**src/rtl/video_timing_if.sv**
```systemverilog
// Raster timing bundle between video_timing (master) and the pixel renderer (slave).
// pause travels toward the generator; everything else travels toward the renderer.
interface video_timing_if;
   logic       pause;
   logic [9:0] x;
   logic [9:0] y;
   logic       de;
   logic       hsync;
   logic       vsync;
   logic       frame_start;
   logic       line_start;
   logic       step;

   modport master (
      input  pause,
      output x, y, de, hsync, vsync, frame_start, line_start, step
   );

   modport slave (
      output pause,
      input  x, y, de, hsync, vsync, frame_start, line_start, step
   );
endinterface

```
**src/rtl/video_timing.sv**
```systemverilog
// Raster timing generator: pixel coordinates, active-low syncs, data enable,
// frame/line start pulses and a slow step strobe every STEP_FRAMES frames.
// Optional VIDEO_TIMING_LOOKAHEAD_EN: x/y lead the strobes by one pixel so a
// renderer that registers r/g/b lines up with de and the syncs.
module video_timing #(
   parameter int unsigned H_ACTIVE    = 640,
   parameter int unsigned H_FP        = 16,
   parameter int unsigned H_SYNC      = 96,
   parameter int unsigned H_BP        = 48,
   parameter int unsigned V_ACTIVE    = 480,
   parameter int unsigned V_FP        = 10,
   parameter int unsigned V_SYNC      = 2,
   parameter int unsigned V_BP        = 33,
   parameter int unsigned STEP_FRAMES = 30
) (
   input logic            clk,
   input logic            rst,
   video_timing_if.master vif
);

   localparam int unsigned H_TOTAL = H_ACTIVE + H_FP + H_SYNC + H_BP;
   localparam int unsigned V_TOTAL = V_ACTIVE + V_FP + V_SYNC + V_BP;

   localparam logic [9:0] H_ACT_L   = 10'(H_ACTIVE);
   localparam logic [9:0] V_ACT_L   = 10'(V_ACTIVE);
   localparam logic [9:0] HS_START  = 10'(H_ACTIVE + H_FP);
   localparam logic [9:0] HS_END    = 10'(H_ACTIVE + H_FP + H_SYNC);
   localparam logic [9:0] VS_START  = 10'(V_ACTIVE + V_FP);
   localparam logic [9:0] VS_END    = 10'(V_ACTIVE + V_FP + V_SYNC);
   localparam logic [9:0] H_LAST    = 10'(H_TOTAL - 1);
   localparam logic [9:0] V_LAST    = 10'(V_TOTAL - 1);
   localparam logic [9:0] STEP_LAST = 10'(STEP_FRAMES - 1);

   // h_q/v_q: pixel currently described by the strobes. Held at the last pixel
   // of the frame during reset so the first pixel after reset is (0,0).
   logic [9:0] h_q, h_d, v_q, v_d;
   logic [9:0] x_q, x_d, y_q, y_d;
   logic [9:0] fcnt_q, fcnt_d;
   logic       de_q, de_d;
   logic       hsync_q, hsync_d;
   logic       vsync_q, vsync_d;
   logic       frame_start_q, frame_start_d;
   logic       line_start_q, line_start_d;
   logic       step_q, step_d;

   // Raster order: h wraps every line, v advances on the h wrap.
   function automatic logic [19:0] advance(input logic [9:0] h, input logic [9:0] v);
      logic [9:0] hn, vn;
      hn = h + 10'd1;
      vn = v;
      if (h == H_LAST) begin
         hn = '0;
         vn = (v == V_LAST) ? '0 : v + 10'd1;
      end
      return {vn, hn};
   endfunction

   // Next pixel, its strobes, and the frame counter update on its frame start.
   always_comb begin
      {v_d, h_d}    = advance(h_q, v_q);
`ifdef VIDEO_TIMING_LOOKAHEAD_EN
      {y_d, x_d}    = advance(h_d, v_d);
`else
      x_d           = h_d;
      y_d           = v_d;
`endif
      de_d          = (h_d < H_ACT_L) && (v_d < V_ACT_L);
      hsync_d       = !((h_d >= HS_START) && (h_d < HS_END));
      vsync_d       = !((v_d >= VS_START) && (v_d < VS_END));
      line_start_d  = (h_d == '0);
      frame_start_d = (h_d == '0) && (v_d == '0);
      fcnt_d        = fcnt_q;
      step_d        = 1'b0;
      if (frame_start_d && !vif.pause) begin
         if (fcnt_q == STEP_LAST) begin
            fcnt_d = '0;
            step_d = 1'b1;
         end else begin
            fcnt_d = fcnt_q + 10'd1;
         end
      end
   end

   // State and registered outputs with synchronous reset.
   always_ff @(posedge clk) begin
      if (rst) begin
         h_q           <= H_LAST;
         v_q           <= V_LAST;
         x_q           <= '0;
         y_q           <= '0;
         fcnt_q        <= '0;
         de_q          <= 1'b0;
         hsync_q       <= 1'b1;
         vsync_q       <= 1'b1;
         frame_start_q <= 1'b0;
         line_start_q  <= 1'b0;
         step_q        <= 1'b0;
      end else begin
         h_q           <= h_d;
         v_q           <= v_d;
         x_q           <= x_d;
         y_q           <= y_d;
         fcnt_q        <= fcnt_d;
         de_q          <= de_d;
         hsync_q       <= hsync_d;
         vsync_q       <= vsync_d;
         frame_start_q <= frame_start_d;
         line_start_q  <= line_start_d;
         step_q        <= step_d;
      end
   end

   assign vif.x           = x_q;
   assign vif.y           = y_q;
   assign vif.de          = de_q;
   assign vif.hsync       = hsync_q;
   assign vif.vsync       = vsync_q;
   assign vif.frame_start = frame_start_q;
   assign vif.line_start  = line_start_q;
   assign vif.step        = step_q;

endmodule

```
**src/flat_wrapper.sv**
```systemverilog
// flat-port wrapper written by rule: the top's interface ports become plain ports
module video_timing_flat 
#(
   parameter int unsigned H_ACTIVE    = 640,
   parameter int unsigned H_FP        = 16,
   parameter int unsigned H_SYNC      = 96,
   parameter int unsigned H_BP        = 48,
   parameter int unsigned V_ACTIVE    = 480,
   parameter int unsigned V_FP        = 10,
   parameter int unsigned V_SYNC      = 2,
   parameter int unsigned V_BP        = 33,
   parameter int unsigned STEP_FRAMES = 30
)
  (clk, rst, vif_pause, vif_x, vif_y, vif_de, vif_hsync, vif_vsync, vif_frame_start, vif_line_start, vif_step);
  video_timing_if vif_i ();
  input logic clk;
  input logic rst;
  input wire logic [$bits(vif_i.pause)-1:0] vif_pause;
  output wire logic [$bits(vif_i.x)-1:0] vif_x;
  output wire logic [$bits(vif_i.y)-1:0] vif_y;
  output wire logic [$bits(vif_i.de)-1:0] vif_de;
  output wire logic [$bits(vif_i.hsync)-1:0] vif_hsync;
  output wire logic [$bits(vif_i.vsync)-1:0] vif_vsync;
  output wire logic [$bits(vif_i.frame_start)-1:0] vif_frame_start;
  output wire logic [$bits(vif_i.line_start)-1:0] vif_line_start;
  output wire logic [$bits(vif_i.step)-1:0] vif_step;
  assign vif_i.pause = vif_pause;
  assign vif_x = vif_i.x;
  assign vif_y = vif_i.y;
  assign vif_de = vif_i.de;
  assign vif_hsync = vif_i.hsync;
  assign vif_vsync = vif_i.vsync;
  assign vif_frame_start = vif_i.frame_start;
  assign vif_line_start = vif_i.line_start;
  assign vif_step = vif_i.step;
  video_timing #(.H_ACTIVE(H_ACTIVE), .H_FP(H_FP), .H_SYNC(H_SYNC), .H_BP(H_BP), .V_ACTIVE(V_ACTIVE), .V_FP(V_FP), .V_SYNC(V_SYNC), .V_BP(V_BP), .STEP_FRAMES(STEP_FRAMES)) u_core (.clk(clk), .rst(rst), .vif(vif_i));
endmodule
```
**config.mk**
```make
export PLATFORM = sky130hd
export DESIGN_NAME = video_timing_flat
export DESIGN_NICKNAME = d
export VERILOG_FILES = /design/src/rtl/video_timing_if.sv /design/src/rtl/video_timing.sv /design/src/flat_wrapper.sv
export SDC_FILE = /design/constraint.sdc
export NUM_CORES = 1
export LEC_CHECK = 0
export ABC_AREA = 1
export BUFFER_PORTS_ARGS = -buffer_cell sky130_fd_sc_hd__buf_2
export CELL_PAD_IN_SITES_DETAIL_PLACEMENT = 2
export CELL_PAD_IN_SITES_GLOBAL_PLACEMENT = 2
export CORE_MARGIN = 4
export CORE_UTILIZATION = 34
export DETAILED_ROUTE_END_ITERATION = 7
export PLACE_DENSITY_LB_ADDON = 0.1
export SKIP_LAST_GASP = 1
export SLEW_MARGIN = 10
export SYNTH_ARGS = -nofsm -noshare
export SYNTH_HDL_FRONTEND = slang
export SYNTH_SLANG_ARGS = --single-unit
```
**constraint.sdc**
```tcl
create_clock -name clk -period 4.8 [get_ports clk]
set_clock_uncertainty 0.2 [all_clocks]
set_input_delay 0.48 -clock clk [delete_from_list [all_inputs] [get_ports clk]]
set_output_delay 0.48 -clock clk [all_outputs]
set_load 0.02 [all_outputs]
```
==> flow_summary.toml <==
[clocking]
clock_sinks = 46
htree_levels = 2
holdBufCountCts = 0
cts_max_path_buffers = 2
insertion_delay_ns = 0.30
clkTransAtPathRegs_ns = 0.09
cts_setup_buffers = 0
post_cts_resized = 0
cts_buffers = 5
cts_tree = "built"
cts_root_buf = "clkbuf_8"

[power_and_ir_drop]
powerDensity_nw_per_um2 = 563.3
power_frac_comb_pct = 49.5
leakage_nw = 1.393
p_int_w = 0.0007913
switching_share_pct = 48.71
p_seq_share_pct = 34.9
p_switching_w = 0.0007515
vdd_ir_drop_max_v = 0.0001912
finalPower_w = 0.001543
p_clk_share_pct = 15.6

[finish]
nets = 409
diodes = 0
drive_above_1_share_pct = 13.72
area_growth_syn_to_layout_pct = 8.906

[setup_path]
max_stage_delay_ns = 0.43
crit_type = "reg -> reg"
cp-end-kind = "flip-flop"
reg2regPathDepth = 14
cp_max_fo = 18
cp.required_ns = 4.80
crit_arrival_ns = 2.87
cp_cell_sequence = "ha_1, nand2_2, nor2_4, nand3_4, clkinv_2, nand2_1, nand2_2, nand2_1, nor2_1, nand2_1, nor2_2, nand3_1, nor2_1, nor2_1"
worst_setup_path_start_kind = "flip-flop"
crit_slowest_cell = "dfxtp_1"

[logic_synthesis]
post_synth_num_cell_types = 31
ys_ff_latch = 46
synth_area_leaders = "dfxtp_1 37%, nand2_1 17%, nor2_1 11%"
synth_edf_count = 0
avgSynthCellArea_sq_um = 6.601
ys_seq_area_share_pct = 36.62
synth_nets = 390
ys_top_cells_by_count = "115 x nand2_1, 71 x nor2_1, 46 x dfxtp_1"
syn_inst = 381
synth_top_area_cell = "dfxtp_1"
synthArstFlopShare_pct = 0
syn_area_sq_um = 2515
synth_warnings = 0
synth_top_area_share_pct = 36.62
synth_flop_cell = "dfxtp_1"
yosysMostFrequentCell = "nand2_1"

[routing]
via_per_inst = 4.764
highest-signal-layer = "met4"
wl_met3_um = 118
routed-wl-met2_um = 3536
ant_nets = 0
wl_met1_um = 3461
drc = 0
drt_iter0_markers = 37
routed_wl_um = 7204
num_vias = 2382
wl_per_cell_um = 14.41
dr.pass1.iters = 4

[sta]
maxSlewHeadroom_pct = 50.59
min_period_over_period_pct = 59.85
finalSetupViolations = 0
hold_viol = 0
worst_pin_slew_ns = 0.7355
maxSlewViolCount = 0
clock.fmax_ghz = 0.3481
rsz0062_at_grt = "no"
fin_setup_tns_ns = 0
fin_crit_ns = 2.873

[grt]
grt_pass1_vias = 2630
grt_pass1_wl_um = 12520
grt_start_max_net_pins = 25
grt.total_usage_pct = 18.08
grt-ovfl-total = 0
antenna_found_initial = 0

[die]
die_y_um = 94.01
num_io_pins = 29
fp.coreArea_sq_um = 7214
fp.dieArea_sq_um = 8837
rows = 31
start_util_pct = 34.86
die_w_um = 94.01

[placement]
dp_hpwl_um = 5661
io_buffers = 28
place_congestion = 0.8087

[run_status]
status = "complete, no violations"

[min_path]
whs_path_depth = 4
hp-class = "in -> reg"

[job]
maxCapViolCount = 0
worst paths after layout:
check                                         startpoint                             to  slack [ns]
worst max register to register  u_core.h_q[0]$_SDFF_PP1_  u_core.fcnt_q[8]$_SDFFE_PP0P_        1.93
worst min register to register  u_core.h_q[0]$_SDFF_PP1_     u_core.vif.x[0]$_SDFF_PP0_        0.37
worst min-delay path                           vif_pause     u_core.vif.step$_SDFF_PP0_        0.32
worst max-delay path            u_core.h_q[0]$_SDFF_PP1_  u_core.fcnt_q[8]$_SDFFE_PP0P_        1.93
power by group through the flow:
stage,Sequential [W],Clock [W],Combinational [W]
floorplan,0.000579,0,0.000537
global placement,0.000544,0,0.000755
detailed placement,0.000548,0,0.000775
CTS,0.000539,0.000251,0.000781
global route,0.000554,0.000267,0.000866
finish,0.000538,0.000241,0.000764
placed cells by master (no fill, tap or decap), drive strengths merged:
master and n:
a21oi 4, a31oi 1, buf 28, clkbuf 5, clkinv 4, clkinvlp 1
dfxtp 46, ha 6, inv 46, nand2 118, nand3 28, nand3b 1
nand4 8, nor2 77, nor3 9, nor3b 1, nor4 2, o21a 2
o21ai 5, o21bai 4, o31ai 1, xor2 4
per-stage QoR:
stage          hold WS (ns)  std cells  setup WS [ns]  utilization (%)  instance area (sq um)
4_1_cts              0.3128        500          1.875            37.96                   2739
6_report             0.3241        500          1.927            37.96                   2739
3_3_place_gp         0.3303        492          2.052            36.72                   2649
5_1_grt              0.3411        500          1.588            37.96                   2739
3_5_place_dp         0.3443        492          1.973            36.72                   2649
2_1_floorplan        0.2939        381          2.605                -                   2515
area by class of cell:
cell class | count | area, sq um
timing repair buffer | 28 | 140.1
tap | 99 | 123.9
inverter | 48 | 182.7
sequential | 46 | 920.9
fill | 908 | 4476
multi-input combinational | 271 | 1281
clock inverter | 3 | 21.27
clock buffer | 5 | 68.82
layer usage:
metal	vias up	GRT usage (%)
met3	7	2.564
met2	20	32.53
met4	0	4.693
li1	1205	-
met5	-	0
met1	1150	22.43
state kept, by name (all words and copies together), names as in the netlist:
signal                  count
u_core.vif.line_start       1
u_core.fcnt_q              10
u_core.vif.x               10
u_core.v_q                  3
u_core.vif.hsync            1
u_core.vif.de               1
u_core.vif.y               10
u_core.vif.frame_start      1
u_core.h_q                  7
u_core.vif.vsync            1
u_core.vif.step             1
worst max-delay path, delay by kind of cell, from the launching register on:
family / cells / cell delay (ns)
buffers and inverters: 1 / 0.23
and+or+nand+nor: 12 / 1.68
adders and majority gates: 1 / 0.22
DFF: 1 / 0.43
cells by family (layout without fill, tap and decap cells):
logic type      Yosys count  after routing  synth area share [%]
flops                    46             46                 36.62
fa+ha+maj                 6              6                 2.985
buf+inv                  64             84                 12.44
compound gates           17             17                 4.279
xor+xnor                  4              4                 1.393
simple gates            244            244                 42.29
(Power assumes the default switching activity.)
